$ cat config.mk
export PLATFORM = sky130hd
export DESIGN_NAME = fdd_dpll
export DESIGN_NICKNAME = d
export VERILOG_FILES = /design/src/rtl/fdd_dpll_pkg.sv /design/src/rtl/fdd_rdat_filter.sv /design/src/rtl/fdd_dpll.sv
export SDC_FILE = /design/constraint.sdc
export NUM_CORES = 1
export LEC_CHECK = 0
export ABC_CLOCK_PERIOD_IN_PS = 7300
export BUFFER_PORTS_ARGS = -buffer_cell sky130_fd_sc_hd__clkbuf_2
export CORE_ASPECT_RATIO = 0.9
export CORE_MARGIN = 4
export CORE_UTILIZATION = 49
export DETAILED_ROUTE_END_ITERATION = 10
export GPL_ROUTABILITY_DRIVEN = 0
export GPL_TIMING_DRIVEN = 0
export PLACE_DENSITY = 0.65
export SYNTH_ARGS = -nofsm -noshare
export SYNTH_HDL_FRONTEND = slang
export SYNTH_SLANG_ARGS = --single-unit
$ cat constraint.sdc
create_clock -name fclk -period 7.3 [get_ports fclk]
set_input_delay 1.46 -clock fclk [delete_from_list [all_inputs] [get_ports fclk]]
set_output_delay 1.46 -clock fclk [all_outputs]
set_load 0.03 [all_outputs]
$ cat src/rtl/fdd_dpll_pkg.sv
// Shared definitions for the floppy read-data separator: mode encodings and
// the default timing constants also used by the vg93 top level.
package fdd_dpll_pkg;

    // Data-rate mode as presented on mode_mfm.
    typedef enum logic {
        MODE_FM  = 1'b0,
        MODE_MFM = 1'b1
    } mode_t;

    // Default loop timing at a 28 MHz fclk.
    localparam int DEF_HALF_MFM = 56;
    localparam int DEF_HALF_FM  = 112;
    localparam int DEF_WIN      = 8;
    localparam int DEF_LOCK_CNT = 16;

endpackage : fdd_dpll_pkg

$ cat src/rtl/fdd_rdat_filter.sv
// Read-data conditioner: two-flop synchroniser, FILT_LEN-deep majority-free
// glitch filter (level changes only when every sample agrees) and a one-cycle
// strobe on each accepted 1->0 transition. Also used on the index-pulse path.
module fdd_rdat_filter #(
    parameter int FILT_LEN = 4
) (
    input  logic fclk,
    input  logic rst_n,
    input  logic rdat_n,
    output logic strobe
);

    logic [1:0]          sync_reg;
    logic [FILT_LEN-1:0] shift_reg;
    logic [FILT_LEN-1:0] shift_next;
    logic                level_reg;
    logic                all_low;
    logic                all_high;

    // Shift path built bit by bit so FILT_LEN=1 still elaborates.
    assign shift_next[0] = sync_reg[1];
    generate
        for (genvar gi = 1; gi < FILT_LEN; gi++) begin : g_shift
            assign shift_next[gi] = shift_reg[gi-1];
        end
    endgenerate

    assign all_low  = ~|shift_reg;
    assign all_high = &shift_reg;

    // Synchronise, filter and flag the accepted falling edge of the level.
    always_ff @(posedge fclk or negedge rst_n) begin
        if (!rst_n) begin
            sync_reg  <= 2'b11;
            shift_reg <= '1;
            level_reg <= 1'b1;
            strobe    <= 1'b0;
        end else begin
            sync_reg  <= {sync_reg[0], rdat_n};
            shift_reg <= shift_next;
            if (all_high) begin
                level_reg <= 1'b1;
            end else if (all_low) begin
                level_reg <= 1'b0;
            end
            strobe <= level_reg & all_low;
        end
    end

endmodule : fdd_rdat_filter

$ cat src/rtl/fdd_dpll.sv
// Floppy read-data separator (digital PLL) between the drive pins and vg93.
// Produces the RAWR pulse from accepted RDAT edges and a window clock RCLK
// from a phase counter that is nudged toward the half-period centre by a
// fraction of the measured phase error at each edge.
module fdd_dpll
    import fdd_dpll_pkg::*;
#(
    parameter int CW       = 7,
    parameter int HALF_MFM = DEF_HALF_MFM,
    parameter int HALF_FM  = DEF_HALF_FM,
    parameter int FILT_LEN = 4,
    parameter int RAWR_LEN = 4,
    parameter int KP_SHIFT = 1,
    parameter int WIN      = DEF_WIN,
    parameter int LOCK_CNT = DEF_LOCK_CNT
) (
    input  logic                 fclk,
    input  logic                 rst_n,
    input  logic                 rdat_n,
    input  logic                 mode_mfm,
    output logic                 vg_rclk,
    output logic                 vg_rawr,
    output logic                 locked,
    output logic signed [CW:0]   phase_err
);

    localparam int LW = $clog2(LOCK_CNT + 1);
    localparam int RW = $clog2(RAWR_LEN + 1);
    localparam logic signed [CW:0] ONE = 1;

    logic                 strobe;
    logic [CW-1:0]        cnt_reg;
    logic [CW-1:0]        cnt_next;
    logic [CW-1:0]        last_idx;
    logic [CW-1:0]        center;
    logic signed [CW:0]   err;
    logic [CW:0]          err_mag;
    logic signed [CW:0]   inc;
    logic signed [CW+1:0] sum;
    logic                 in_win;
    logic                 mode_change;
    mode_t                mode_reg;
    logic [LW-1:0]        good_reg;
    logic [RW-1:0]        rawr_reg;

    fdd_rdat_filter #(
        .FILT_LEN (FILT_LEN)
    ) u_filter (
        .fclk   (fclk),
        .rst_n  (rst_n),
        .rdat_n (rdat_n),
        .strobe (strobe)
    );

    assign last_idx    = mode_mfm ? CW'(HALF_MFM - 1) : CW'(HALF_FM - 1);
    assign center      = mode_mfm ? CW'(HALF_MFM / 2 - 1) : CW'(HALF_FM / 2 - 1);
    assign err         = $signed({1'b0, center}) - $signed({1'b0, cnt_reg});
    assign err_mag     = err[CW] ? $unsigned(-err) : $unsigned(err);
    assign in_win      = err_mag <= (CW+1)'(WIN);
    assign inc         = strobe ? (err >>> KP_SHIFT) : ONE;
    assign sum         = $signed({2'b00, cnt_reg}) + $signed({inc[CW], inc});
    assign mode_change = mode_reg != mode_t'(mode_mfm);

    // Corrected counter value, kept inside the current half-period.
    always_comb begin
        cnt_next = sum[CW-1:0];
        if (sum < 0) begin
            cnt_next = '0;
        end else if (sum > $signed({2'b00, last_idx})) begin
            cnt_next = last_idx;
        end
    end

    // RAWR stretcher: a new strobe always restarts the full low pulse.
    always_ff @(posedge fclk or negedge rst_n) begin
        if (!rst_n) begin
            rawr_reg <= '0;
            vg_rawr  <= 1'b1;
        end else if (strobe) begin
            rawr_reg <= RW'(RAWR_LEN);
            vg_rawr  <= 1'b0;
        end else if (rawr_reg > RW'(1)) begin
            rawr_reg <= rawr_reg - RW'(1);
            vg_rawr  <= 1'b0;
        end else begin
            rawr_reg <= '0;
            vg_rawr  <= 1'b1;
        end
    end

    // Phase counter, window clock, lock tracking and mode-change restart.
    always_ff @(posedge fclk or negedge rst_n) begin
        if (!rst_n) begin
            cnt_reg   <= '0;
            vg_rclk   <= 1'b0;
            good_reg  <= '0;
            locked    <= 1'b0;
            phase_err <= '0;
            mode_reg  <= MODE_MFM;
        end else begin
            mode_reg <= mode_t'(mode_mfm);
            if (strobe) begin
                phase_err <= err;
            end
            if (mode_change) begin
                // New rate: restart the period from zero, keep the RCLK level.
                cnt_reg  <= '0;
                good_reg <= '0;
                locked   <= 1'b0;
            end else begin
                // Wrap wins over correction; an edge here only affects lock.
                if (cnt_reg >= last_idx) begin
                    cnt_reg <= '0;
                    vg_rclk <= ~vg_rclk;
                end else begin
                    cnt_reg <= cnt_next;
                end
                if (strobe) begin
                    if (in_win) begin
                        if (good_reg != LW'(LOCK_CNT)) begin
                            good_reg <= good_reg + LW'(1);
                        end
                        if (good_reg >= LW'(LOCK_CNT - 1)) begin
                            locked <= 1'b1;
                        end
                    end else begin
                        good_reg <= '0;
                        locked   <= 1'b0;
                    end
                end
            end
        end
    end

endmodule : fdd_dpll

==> flow_metrics.tcl <==
set metrics [dict create \
    grt_max_degree 36 \
    seq_area_sq_um 887 \
    antenna_found_initial 0 \
    worst_skew_ns 0.00683 \
    core_area_sq_um 4100 \
    number_of_i_o_pins 15 \
    slew-limit-headroom_pct 43.3 \
    port_buffers 14 \
    power.combinational.fraction_pct 22.4 \
    ctsHoldBuffers 0 \
    syn_to_final_growth_pct 11.3 \
    status "finished clean" \
    num_rows 22 \
    drt-wirelength-per-cell_microns 15.6 \
    area_occupied_by_multi_input_gates_sq_um 1130 \
    fin_tns_setup_ns 0 \
    transition_time_of_the_tightest_slew_check_pin_ns 0.851 \
    clock_buffers_created_by_tritoncts 5 \
    total_via_count_after_detailed_routing 1616 \
    worst_vdd_rail_ir_drop_v 0.0000970 \
    cpLargestDelayFamily "adder cells" \
    power.sequential.fraction_pct 45.9 \
    gr_overflow_total 0 \
    final_period_minus_worst_setup_slack_ns 4.88 \
    critical_path_cell_by_cell "clkbuf_2 > inv_1 > ha_1 > nor4_1 > nor3_1 > ha_1 > o21ai_0 > o21bai_1 > a21oi_1 > xnor2_1 > ha_1 > a41o_1 > a211oi_4 > mux2i_1" \
    clock_tree_from_tritoncts "yes" \
    postLayoutCellArea_sq_um 2330 \
    grt_first_pass_wirelength_microns 7600 \
    path_class "input port to flip-flop" \
    ant_nets 0 \
    htreeDepth 2 \
    design.final.nets 252 \
    syn_area_sq_um 2090 \
    switchingPower_uw 161 \
    cp-start-kind "input port" \
    p_leak_uw 0.00111 \
    crit_slowest_cell "nor4_1" \
    async_reset_ff_share_pct 100 \
    fin_crit_sh_pct 66.8 \
    post_cts_resized 0 \
    timing_hold_violations_final 0 \
    clkSinkCount 35 \
    post-layout-total-power_uw 529 \
    achievable-frequency_mhz 205 \
    critPathMaxStageDelay_ns 0.44 \
    worstHoldPathType "flip-flop to flip-flop" \
    final_common_cell "dfrtp_1" \
    antenna_cells_inserted 0 \
    clkLatencyLatePin_ns 0.28 \
    slew_viol_final 0 \
    yosys_warnings 0 \
    synth_flop_cell "dfrtp_1" \
    critical_path.endpoint_type "flip-flop" \
    drt_wl_total_microns 4260 \
    post_cts_buffers 0 \
    largest_register_ff_count 8 \
    mappedNetlistNets 231 \
    post_synth.cell_area_avg_sq_um 10.3 \
    layout_cell_share_with_drive_strength_beyond_1_pct 16.8 \
    die-width_microns 76.9 \
    worstPathRequired_ns 7.50 \
    dpl-instance-area_sq_um 2220 \
    yosysSeqAreaShare_pct 42.4 \
    worstPathBufferInverterCount 2 \
    cts.reportedPaths.clkPinSlew_ns 0.07 \
    powerDensity_nw_per_um2 227 \
    detailed_router_s_first_iteration_violation_count 104 \
    final-setup-viol-count 0 \
    maxCapViolations 0 \
    grt_pass1_vias 1580 \
    rsz0062_at_grt "false" \
    clk_path_buf_depth 2 \
    syn_inst 204 \
    worstPathMaxFanout 12 \
    detail_route.first_pass.iterations 5 \
    fillerInstances 363 \
    place_hpwl_microns 3320 \
    worstPathArrival_ns 5.07 \
    yosys_register_bits 35 \
    post_synth_num_cell_types 45 \
    floorplan.die_area_sq_um 5380 \
    drc 0 \
    library_cell_used_as_clock_root_buffer "clkbuf_8" \
    p_int_uw 368 \
    power.share.switching_pct 30.4 \
    final_core_util_pct 56.8 \
    critPathMostFrequentCell "ha_1" \
    gr-usage-all-layers_pct 17.8 \
    start_util_pct 51.0 \
    via_per_inst 5.90 \
    post_synth_edffs 0 \
    die_y_extent_microns 70.0 \
    final_cell_mix "dfrtp_1, ha_1, inv_1" \
    pwr-share-clk_pct 31.7 \
]
==> synthesized netlist by cell type (3+ instances only) <==
cell type  instances  area share, %
dfstp_2            9             11
xnor2_1            7            2.9
nor3_1             5            1.2
ha_1              21             13
inv_1             16            2.9
a21oi_1           13            3.1
o21ai_0            8            1.9
nor2_1            12            2.2
mux2i_1            3            1.4
or3_1              3           0.90
dfrtp_1           26             31
and3_1             4            1.2
nand4_1            3           0.90
nand2_1           11            2.0
nand3_1           12            2.9
a211oi_1           4            1.4
a21o_1             8            2.9
==> worst reg2reg max path: stages, from the launching register on <==
cell,delay [ns]
dfrtp_1,0.41
ha_1,0.21
inv_1,0.07
fa_1,0.45
and2_1,0.19
ha_1,0.35
a211oi_1,0.33
o21bai_1,0.12
a21oi_1,0.18
xnor2_1,0.19
ha_1,0.29
a41o_1,0.21
a211oi_4,0.40
mux2i_1,0.28
==> power by group through the flow <==
stage,combinational (uW),sequential [uW],clock [uW]
2_1_floorplan,58.4,270,0
3_3_place_gp,114,245,0
3_5_place_dp,120,247,0
4_1_cts,121,244,171
5_1_grt,132,247,183
6_report,118,243,168
==> area by class of cell <==
type | instances | share of cell area [%]
tap | 48 | 2.58
clock inverter | 1 | 1.29
timing repair buffer | 14 | 3.01
clock buffer | 7 | 3.28
sequential | 35 | 38.1
inverter | 18 | 2.90
buffer | 2 | 0.322
multi-input combinational | 149 | 48.5
==> logic make-up (layout without fill, tap and decap cells) <==
| family | count (synthesis) | after routing | share of synthesized area, % |
|---|---|---|---|
| mux | 3 | 3 | 1.43 |
| buf+inv | 20 | 42 | 3.59 |
| compound gates | 54 | 54 | 19.1 |
| flops | 35 | 35 | 42.4 |
| xor+xnor | 10 | 10 | 4.54 |
| simple gates | 59 | 59 | 14.5 |
| fa+ha+maj | 23 | 23 | 14.5 |
==> through the flow <==
stage | std cells | setup slack (ns) | hold slack, ns
floorplan | 204 | 2.87 | 0.345
global placement | 266 | 2.20 | 0.345
detailed placement | 266 | 2.09 | 0.349
CTS | 274 | 2.40 | 0.362
global route | 274 | 2.16 | 0.367
finish | 274 | 2.42 | 0.361
==> path summary, 6_finish.rpt <==
kind | start | to | slack, ns | depth (start not counted)
max | mode_mfm | cnt_reg[3] | 2.42 | 14
min | u_filter.sync_reg[1] | u_filter.shift_reg[0] | 0.36 | 0
max reg2reg | cnt_reg[2] | cnt_reg[3] | 3.53 | 13
min reg2reg | u_filter.sync_reg[1] | u_filter.shift_reg[0] | 0.36 | 0
max in group asynchronous | rst_n | phase_err[7] | 5.50 | 1
min in group asynchronous | rst_n | good_reg[4] | 1.27 | 1
==> per-layer routing <==
layer | part of all wire, % | up-vias | routed length (microns) | global-route usage (%)
met5 | 0 | - | 0 | 0
met1 | 44 | 782 | 1890 | 22.4
met3 | 3.9 | 5 | 167 | 4.25
met4 | 1.4 | 0 | 61 | 5.84
met2 | 50 | 44 | 2150 | 29.9
li1 | - | 785 | - | -
No activity file was read; power rests on OpenSTA's default activity.
